--- src/rtl/register_dumper_if.sv ---
// Dump stream carrying one register index/value word per valid/ready handshake.
// No storage here; timing is set entirely by the producer and consumer.
// The producer holds index/data stable while dump_valid is high and dump_ready is low.
interface register_dumper_if;
  logic        dump_valid;
  logic        dump_ready;
  logic [4:0]  dump_index;
  logic [31:0] dump_data;

  modport master (
    output dump_valid,
    output dump_index,
    output dump_data,
    input  dump_ready
  );

  modport slave (
    input  dump_valid,
    input  dump_index,
    input  dump_data,
    output dump_ready
  );
endinterface

--- src/rtl/register_dumper.sv ---
// Walks register file indices FIRST_REG..LAST_REG and streams index/value words.
// Latency: start edge -> LOAD; first word valid one edge later; 2 cycles per word at full rate.
// Backpressure: a word is held unchanged until accepted; dump_valid never drops without a handshake.
module register_dumper #(
  parameter int unsigned FIRST_REG = 0,
  parameter int unsigned LAST_REG  = 31
) (
  input  logic        clock,
  input  logic        reset,
  input  logic        start,
  output logic        busy,
  output logic        done,
  output logic [4:0]  selector_out,
  input  logic [31:0] value_out,
  register_dumper_if.master dump
);

  // Out-of-range configurations are rejected at elaboration.
  if (FIRST_REG > LAST_REG || LAST_REG > 31) begin : g_bad_cfg
    $error("register_dumper: need FIRST_REG <= LAST_REG <= 31");
  end

  localparam logic [4:0] FIRST_SEL = 5'(FIRST_REG);
  localparam logic [4:0] LAST_SEL  = 5'(LAST_REG);

  typedef enum logic [1:0] {
    IDLE = 2'd0,
    LOAD = 2'd1,
    SEND = 2'd2
  } state_t;

  state_t      state;
  logic        busy_q;
  logic        done_q;
  logic [4:0]  sel_q;
  logic        valid_q;
  logic [4:0]  index_q;
  logic [31:0] data_q;

  // Dump sequencer: one register read per LOAD, held in SEND until accepted.
  always_ff @(posedge clock) begin
    if (reset) begin
      state   <= IDLE;
      busy_q  <= 1'b0;
      done_q  <= 1'b0;
      sel_q   <= 5'd0;
      valid_q <= 1'b0;
      index_q <= 5'd0;
      data_q  <= 32'd0;
    end else begin
      // done is a single-cycle pulse; only the final handshake re-raises it.
      done_q <= 1'b0;
      case (state)
        IDLE: begin
          if (start) begin
            sel_q  <= FIRST_SEL;
            busy_q <= 1'b1;
            state  <= LOAD;
          end
        end
        LOAD: begin
          // The register file read is combinational, so value_out matches sel_q now.
          data_q  <= value_out;
          index_q <= sel_q;
          valid_q <= 1'b1;
          state   <= SEND;
        end
        SEND: begin
          if (valid_q && dump.dump_ready) begin
            valid_q <= 1'b0;
            if (index_q == LAST_SEL) begin
              busy_q <= 1'b0;
              done_q <= 1'b1;
              state  <= IDLE;
            end else begin
              // Never wraps: the walk stops at LAST_SEL <= 31.
              sel_q <= sel_q + 5'd1;
              state <= LOAD;
            end
          end
        end
        default: begin
          state <= IDLE;
        end
      endcase
    end
  end

  assign busy            = busy_q;
  assign done            = done_q;
  assign selector_out    = sel_q;
  assign dump.dump_valid = valid_q;
  assign dump.dump_index = index_q;
  assign dump.dump_data  = data_q;

endmodule
--- src/flat_wrapper.sv ---
// flat-port wrapper written by rule: the top's interface ports become plain ports
module register_dumper_flat 
#(
  parameter int unsigned FIRST_REG = 0,
  parameter int unsigned LAST_REG  = 31
)
  (clock, reset, start, busy, done, selector_out, value_out, dump_dump_valid, dump_dump_index, dump_dump_data, dump_dump_ready);
  register_dumper_if dump_i ();
  input  logic clock;
  input  logic reset;
  input  logic start;
  output logic busy;
  output logic done;
  output logic [4:0] selector_out;
  input  logic [31:0] value_out;
  output wire logic [$bits(dump_i.dump_valid)-1:0] dump_dump_valid;
  output wire logic [$bits(dump_i.dump_index)-1:0] dump_dump_index;
  output wire logic [$bits(dump_i.dump_data)-1:0] dump_dump_data;
  input wire logic [$bits(dump_i.dump_ready)-1:0] dump_dump_ready;
  assign dump_dump_valid = dump_i.dump_valid;
  assign dump_dump_index = dump_i.dump_index;
  assign dump_dump_data = dump_i.dump_data;
  assign dump_i.dump_ready = dump_dump_ready;
  register_dumper #(.FIRST_REG(FIRST_REG), .LAST_REG(LAST_REG)) u_core (.clock(clock), .reset(reset), .start(start), .busy(busy), .done(done), .selector_out(selector_out), .value_out(value_out), .dump(dump_i));
endmodule
--- config.mk ---
export PLATFORM = sky130hd
export DESIGN_NAME = register_dumper_flat
export DESIGN_NICKNAME = d
export VERILOG_FILES = /design/src/rtl/register_dumper_if.sv /design/src/rtl/register_dumper.sv /design/src/flat_wrapper.sv
export SDC_FILE = /design/constraint.sdc
export NUM_CORES = 1
export LEC_CHECK = 0
export ABC_AREA = 1
export BUFFER_PORTS_ARGS = -buffer_cell sky130_fd_sc_hd__buf_4
export CORE_MARGIN = 2
export CORE_UTILIZATION = 30
export DETAILED_ROUTE_END_ITERATION = 6
export PLACE_DENSITY_LB_ADDON = 0.12
export SLEW_MARGIN = 20
export SYNTH_ARGS = -nofsm -noshare
export SYNTH_HDL_FRONTEND = slang
export SYNTH_SLANG_ARGS = --single-unit
--- constraint.sdc ---
create_clock -name clock -period 1.39 [get_ports clock]
set_input_delay 0.0695 -clock clock [delete_from_list [all_inputs] [get_ports clock]]
set_output_delay 0.0695 -clock clock [all_outputs]
set_load 0.03 [all_outputs]
=== After elaboration in Yosys (flattened, before gate mapping) ===
Cells that the tools add are included.

* Output and inout port bits: 45
* Register bits after elaboration: 47
* Logic and storage cells: 41
* Input bits: 36

* Add/sub/neg operators: 1
* Equal/unequal tests: 7
* Reductions and logical operators: 9
* Bitwise gates (word level): 2
* Multiplexer cells: 15

{| class="wikitable"
|+ Operators by type and width
! cell !! count
|-
| 5-bit 2-to-1 mux || 3
|-
| 5-bit one-hot mux with 2 select lines || 1
|-
| 4-bit AND reduction || 2
|-
| 1-bit 2-to-1 mux || 6
|-
| 2-bit one-hot mux with 3 select lines || 1
|-
| 5-bit by 1-bit adder with 5-bit output (second input constant) || 1
|-
| 5-bit equality test (second input constant) || 1
|-
| 2-bit 2-to-1 mux || 2
|-
| 2-bit by 1-bit != test with 1-bit output (second input constant) || 2
|-
| 2-bit != test (second input constant) || 2
|-
| 1-bit one-hot mux with 2 select lines || 2
|-
| 2-bit AND reduction || 2
|-
| 2-bit nonzero test || 2
|-
| 3-bit OR reduction || 1
|-
| 2-bit by 1-bit equality test with 1-bit output (second input constant) || 1
|-
| 2-bit equality test (second input constant) || 1
|-
| 2-bit zero test || 1
|-
| 1-bit NOT || 2
|-
| 1-bit logical AND || 1
|}

=== Longest topological paths before layout ===
Gate-level depths: netlist (run 1).

* Word-level depth: 4
* Gate-level depth with buffers: 8
* Depth with buffers taken out: 8

=== Worst setup path after synthesis (run 1) ===
No wires, ideal clock.

* Kind: register -> register
* Start point: register u_core.sel_q[1] (netlist: u_core.selector_out[1])
* End point: register u_core.sel_q[4] (netlist: u_core.selector_out[4])
* Setup time: 0.113 ns
* Clock period less this slack: 1.266 ns
* Path slack: 0.124 ns
* Required time: 1.277 ns
* Path buffers: 0
* Arrival: 1.153 ns
* Stages on the path, launching flop included: 7
* Cell sequence: dfxtp_1 -> ha_1 -> nand3_1 -> nor2_1 -> nor2_1 -> nor2_1 -> nor2_1

* Cells in the longest elaborated chain, start to end: 4

{| class="wikitable"
|+ RTL lines
! what !! line !! RTL
|-
| start: declaration || register_dumper.sv:35 || <nowiki>logic [4:0] sel_q;</nowiki>
|-
| start signal: assignment || register_dumper.sv:77 || <nowiki>sel_q <= sel_q + 5'd1;</nowiki>
|-
| 5-bit by 1-bit adder with 5-bit output || register_dumper.sv:77 ||
|-
| 5-bit 2-to-1 mux || register_dumper.sv:71 || <nowiki>if (index_q == LAST_SEL) begin</nowiki>
|-
| 5-bit 2-to-1 mux || register_dumper.sv:69 || <nowiki>if (valid_q && dump.dump_ready) begin</nowiki>
|-
| 5-bit one-hot mux with 2 select lines || register_dumper.sv:53 || <nowiki>case (state)</nowiki>
|}

Every way passes these cells. The select of a mux whose other input is x is not followed.
A chain may end at the register's enable or synchronous reset.

=== Worst setup path in the final report (run 1) ===
* Start point: register u_core.state[1]
* End point: register u_core.data_q[11] (netlist: u_core.dump.dump_data[11])

* Cells in the longest elaborated chain, start to end: 1

{| class="wikitable"
|+ RTL lines
! what !! line !! RTL
|-
| start: declaration || register_dumper.sv:32 || <nowiki>state_t state;</nowiki>
|-
| start signal: assignment || register_dumper.sv:43 || <nowiki>state <= IDLE;</nowiki>
|-
| start signal: assignment || register_dumper.sv:58 || <nowiki>state <= LOAD;</nowiki>
|-
| start signal: assignment || register_dumper.sv:66 || <nowiki>state <= SEND;</nowiki>
|-
| 2-bit by 1-bit equality test with 1-bit output || register_dumper.sv:53 ||
|-
| end signal: assignment || register_dumper.sv:63 || <nowiki>data_q <= value_out;</nowiki>
|-
| end: declaration || register_dumper.sv:38 || <nowiki>logic [31:0] data_q;</nowiki>
|}

Every way passes these cells.

==> impl_metrics.tcl, run 1 <==
set metrics [dict create \
    ant_nets 0 \
    hold_class "in2reg" \
    crit_fanout 33 \
    critPathCaptureType "flop" \
    fin_crit_sh_pct 85.6 \
    finalCriticalPeriod_ns 1.19 \
    yosysWarnings 0 \
    fin_ws_ns 0.200 \
    avgSynthCellArea_sq_um 7.42 \
    grt_pass1_wl_um 7780 \
    cpMaxStageDelayCell "inv_2" \
    cp_top_family "buffers and inverters" \
    startpoint_type "flop" \
    ctsResizeCount 0 \
    crit_path_max_incr_delay_ns 0.42 \
    dr.pass1.iters 4 \
    setup_viol 0 \
    maxCapViolations 0 \
    insertion_delay_ns 0.29 \
    numCtsBuffers 5 \
    post-dp-hpwl_um 3130 \
    netlist_instances 236 \
    worstSetupPathType "reg2reg" \
    syn_area_sq_mm 0.00175 \
    clock_sinks 47 \
    path_buf_inv 1 \
    grt_use_total_pct 15.3 \
    rsz0062_at_grt "false" \
    die_x_um 80.4 \
    powerDensity_mw_per_mm2 1170 \
    setup_tns_ns 0 \
    synth_common_cells "85 x nor2_1, 47 x dfxtp_1, 38 x o21ai_0" \
    irDropWorstVdd_mv 0.497 \
    yosysMostFrequentCell "nor2_1" \
    vias 1806 \
    routed_wl_um 4740 \
    grt_max_degree 34 \
    multi_input_area_sq_um 707 \
    overflow 0 \
    area_growth_pct 58.1 \
    fmax_mhz 840 \
    relSlewSlack_pct 61.8 \
    grt_pass1_vias 1707 \
    crit_required_ns 1.62 \
    drcViolationCount 0 \
    antenna_found_initial 0 \
    die_h_um 80.4 \
    crit_path_frequent_cell "nor2_1" \
    htreeDepth 2 \
    avgViaCountPerCell 4.35 \
    run_status "complete, no violations" \
    clock_path_buffers 2 \
    cts_root_buf "clkbuf_8" \
    synth_top_area_cell "dfxtp_1" \
    num_antenna_cells 0 \
    synth_cell_types 16 \
    synthesis.nets 273 \
    crit_chain "nor2_2 > inv_2 > nor2_1 > nor2_1" \
    fillCellCount 583 \
    slew_violations 0 \
    place_ws_ns 0.170 \
    start_util_pct 31.4 \
    final_nets 379 \
    yosys.area.top_type_share_pct 53.8 \
    cts_tree "built" \
    core-area_sq_mm 0.00557 \
    final_layout_size_suffix_gt1_share_pct 29.2 \
    die_area_sq_mm 0.00646 \
    ys_ff_latch 47 \
    hold_viol 0 \
    power_mw 3.24 \
    clk_pin_slew_ns 0.08 \
    leakage_nw 1.34 \
    drt_iter0_drc 84 \
    synth_edf_count 0 \
    seq_area_sq_um 941 \
    ys.flop_type "dfxtp_1" \
    io_buffers 80 \
    tightestPinTransition_ns 0.572 \
    ys_async_sr_fraction_pct 0 \
    routedWlPerCell_um 11.4 \
    row_count 27 \
    io_pins 81 \
    worst-endpoint-arrival_ns 1.41 \
    skew_ns 0.00579 \
    yosysSeqAreaShare_pct 53.8 \
    synth.area.top_cells "dfxtp_1 54%, nor2_1 18%, o21ai_0 11%" \
    gp_congestion 0.836 \
]
==> through the flow <==
step | cell area [sq um] | hold slack, ns | util, % | instances
2_1_floorplan | 1750 | 0.204 | - | 236
3_3_place_gp | 2420 | 0.290 | 43.5 | 381
3_5_place_dp | 2420 | 0.298 | 43.5 | 381
4_1_cts | 2770 | 0.000821 | 49.7 | 415
5_1_grt | 2770 | 0.00817 | 49.7 | 415
6_report | 2770 | 0.00617 | 49.7 | 415
==> final timing paths <==
kind | startpoint | to | slack (ns) | cells past startpoint
min | value_out[14] | u_core.dump.dump_data[14] | 0.006 | 3
max reg2reg | u_core.state[1] | u_core.dump.dump_data[11] | 0.20 | 4
min reg2reg | u_core.busy | u_core.busy | 0.47 | 2
max | u_core.state[1] | u_core.dump.dump_data[11] | 0.20 | 4
==> metal layers <==
| layer | vias to the layer above | wire, um | track usage [%] |
|---|---|---|---|
| met5 | - | 0 | 0 |
| met4 | 0 | 40 | 4.58 |
| met3 | 4 | 258 | 3.82 |
| met2 | 50 | 2310 | 26.4 |
| met1 | 797 | 2120 | 18.7 |
| li1 | 955 | - | - |
==> what timing repair did <==
action | 4_1_cts | 5_1_grt
hold endpoints to repair | 26 | 0
hold buffers | 26 | 0
setup buffers | 0 | 0
==> layout by cell type (no fill, tap or decap), types with 3 or more instances in the layout <==
cell type	instances
buf_4	85
inv_1	9
nor2_2	3
nand3_1	5
dfxtp_1	47
nor2_1	85
o21ai_0	38
clkbuf_8	5
dlygate4sd3_1	26
a21oi_1	8
nand2_1	21
==> sequential cells by signal, summed over array words and instances (netlist names) <==
| signal | count |
|---|---|
| u_core.busy | 1 |
| u_core.dump.dump_valid | 1 |
| u_core.done | 1 |
| u_core.state | 2 |
| u_core.dump.dump_index | 5 |
| u_core.dump.dump_data | 32 |
| u_core.selector_out | 5 |
==> worst min-delay path, delay by kind of cell <==
family                 cells  cell delay [ns]
and+or+nand+nor            2             0.11
buffers and inverters      1             0.08
==> final cells by class <==
cell class                 instances  area share [%]
sequential                        47            34.0
timing repair buffer             111            32.5
multi-input combinational        165            25.5
tap                               72            3.25
clock buffer                       6            2.62
inverter                          12            1.67
clock inverter                     2           0.452
==> cell families after synthesis <==
group	after synthesis	synth area share, %
compound gates	47	13.4
fa+ha+maj	1	0.715
buf+inv	24	5.86
flops	47	53.8
simple gates	117	26.2
==> power breakdown <==
group	leakage [nW]	internal [mW]	switching (mW)	total [mW]
clock	0.0412	0.352	0.446	0.798
combinational	0.913	0.355	0.529	0.884
sequential	0.386	1.48	0.0758	1.56
Note: power is estimated with default switching activity, not from simulation.
==> run 2, diff against run 1 <==
Settings changed: GPL_ROUTABILITY_DRIVEN set to 0, SETUP_SLACK_MARGIN set to 0.5.
==> impl_metrics.tcl, run 2 (synthesized netlist as in run 1, its figures left out) <==
set metrics [dict create \
    vias 1882 \
    min_path_cells 3 \
    insertion_delay_ns 0.29 \
    fmax_mhz 924 \
    grt_pass1_vias 1767 \
    worstSetupPathType "reg2reg" \
    crit_chain "inv_4 > nor2_4 > buf_12 > clkbuf_16 > o21ai_0 > nor2_1" \
    crit_required_ns 1.58 \
    die_x_um 80.4 \
    drt_iter0_drc 63 \
    clk_pin_slew_ns 0.09 \
    htreeDepth 2 \
    leakage_nw 1.48 \
    maxCapViolations 0 \
    cpMaxStageDelayCell "dfxtp_2" \
    numCtsBuffers 5 \
    setup_tns_ns 0 \
    avgViaCountPerCell 4.42 \
    final_nets 390 \
    clock_path_buffers 2 \
    worst-endpoint-arrival_ns 1.27 \
    core-area_sq_mm 0.00557 \
    place_ws_ns 0.242 \
    die_area_sq_mm 0.00646 \
    final_common_cell "nor2_1" \
    dr.pass1.iters 4 \
    min-delay-start "value_out[29]" \
    hold_class "in2reg" \
    worst-r2r-cell-count 6 \
    io_pins 81 \
    fin_crit_sh_pct 77.9 \
    row_count 27 \
    area_growth_pct 89.7 \
    irDropWorstVdd_mv 0.697 \
    grt_use_total_pct 16.3 \
    final_util_pct 59.6 \
    place_area_sq_mm 0.00248 \
    run_status "complete, no violations" \
    setup_viol 0 \
    routed_wl_um 5230 \
    cp_top_family "buffers and inverters" \
    ant_nets 0 \
    grt_pass1_wl_um 8200 \
    seq_area_sq_mm 0.00101 \
    final_cell_mix "73 x nor2_1, 43 x buf_4, 42 x buf_6" \
    die_h_um 80.4 \
    slew_violations 0 \
    crit_path_max_incr_delay_ns 0.34 \
    skew_ns 0.00400 \
    start_util_pct 31.4 \
    rr_startpoint "u_core.state[0]" \
    relSlewSlack_pct 77.6 \
    drcViolationCount 0 \
    antenna_found_initial 0 \
    largest_reg_flops 32 \
    reg2reg_slack_ns 0.31 \
    clock_sinks 47 \
    rsz0062_at_grt "true" \
    crit_start "u_core.state[0]" \
    path_buf_inv 3 \
    r2r-end "u_core.dump.dump_data[9]" \
    final_layout_size_suffix_gt1_share_pct 48.3 \
    final_cell_area_sq_mm 0.00332 \
    overflow 0 \
    routedWlPerCell_um 12.3 \
    cts_root_buf "clkbuf_8" \
    fin_ws_ns 0.308 \
    grt_max_degree 34 \
    min_to "u_core.dump.dump_data[29]" \
    multi_input_area_sq_um 840 \
    powerDensity_mw_per_mm2 1060 \
    crit_fanout 11 \
    hold_viol 0 \
    io_buffers 80 \
    finalCriticalPeriod_ns 1.08 \
    cts_tree "built" \
    post-dp-hpwl_um 3110 \
    tightestPinTransition_ns 0.335 \
    num_antenna_cells 0 \
    fillCellCount 532 \
    startpoint_type "flop" \
    critPathCaptureType "flop" \
]
## run 2: changes by cell type in the layout (fill, tap and decap cells not counted), sizes merged
cell	delta
buf	+4
clkbuf	+2
dlygate4sd3	+5
## run 2: power breakdown
group	switching [mW]	internal, mW	leakage, nW	total [mW]
logic	0.588	0.532	1.04	1.12
clock network	0.450	0.352	0.0412	0.802
registers	0.110	1.50	0.403	1.61
## run 2: timing repair
item / in CTS / in global routing
pin swaps: 4 / 9
hold buffers: 31 / 0
endpoints found under the hold margin: 35 / 0
endpoints found under the setup margin: 60 / 87
gates cloned: 0 / 2
buffers inserted: 1 / 4
resized for setup: 31 / 96
## run 2: cell type report
class,instances,area share (%)
timing repair buffer,122,37.2
sequential,47,30.4
multi-input combinational,165,25.3
tap,72,2.71
clock buffer,6,2.19
inverter,12,1.81
clock inverter,2,0.377
## run 2: worst max-delay path by stage
stage	cells after the start	slack, ns	to
floorplan	7	0.37	u_core.selector_out[3]
global placement	5	0.25	u_core.dump.dump_data[15]
finish	6	0.31	u_core.dump.dump_data[9]
detailed placement	8	0.24	u_core.selector_out[3]
global route	7	0.23	u_core.selector_out[2]
CTS	7	0.35	u_core.selector_out[3]
## run 2: worst register-to-register path, stage by stage (launching register included)
cell and delay [ns]:
dfxtp_2 0.34, inv_4 0.08, nor2_4 0.05, buf_12 0.14, clkbuf_16 0.16, o21ai_0 0.16
nor2_1 0.05
## run 2: stage by stage
| step | power, mW | hold WS (ns) | instances |
|---|---|---|---|
| after floorplan | 2.09 | 0.204 | 236 |
| after global placement | 2.43 | 0.288 | 380 |
| after detailed placement | 2.43 | 0.298 | 380 |
| after CTS | 3.37 | 0.000692 | 420 |
| after global routing | 3.73 | 0.0122 | 426 |
| final | 3.53 | 0.00640 | 426 |
## run 2: layer usage
layer  vias up  GRT usage (%)  wire length (um)  share of wire (%)
met3         7           3.26               209                4.0
li1        981              -                 -                  -
met5         -              0                 0                  0
met4         0           5.59                76                1.5
met2        42           27.6              2730                 52
met1       852           20.5              2220                 42
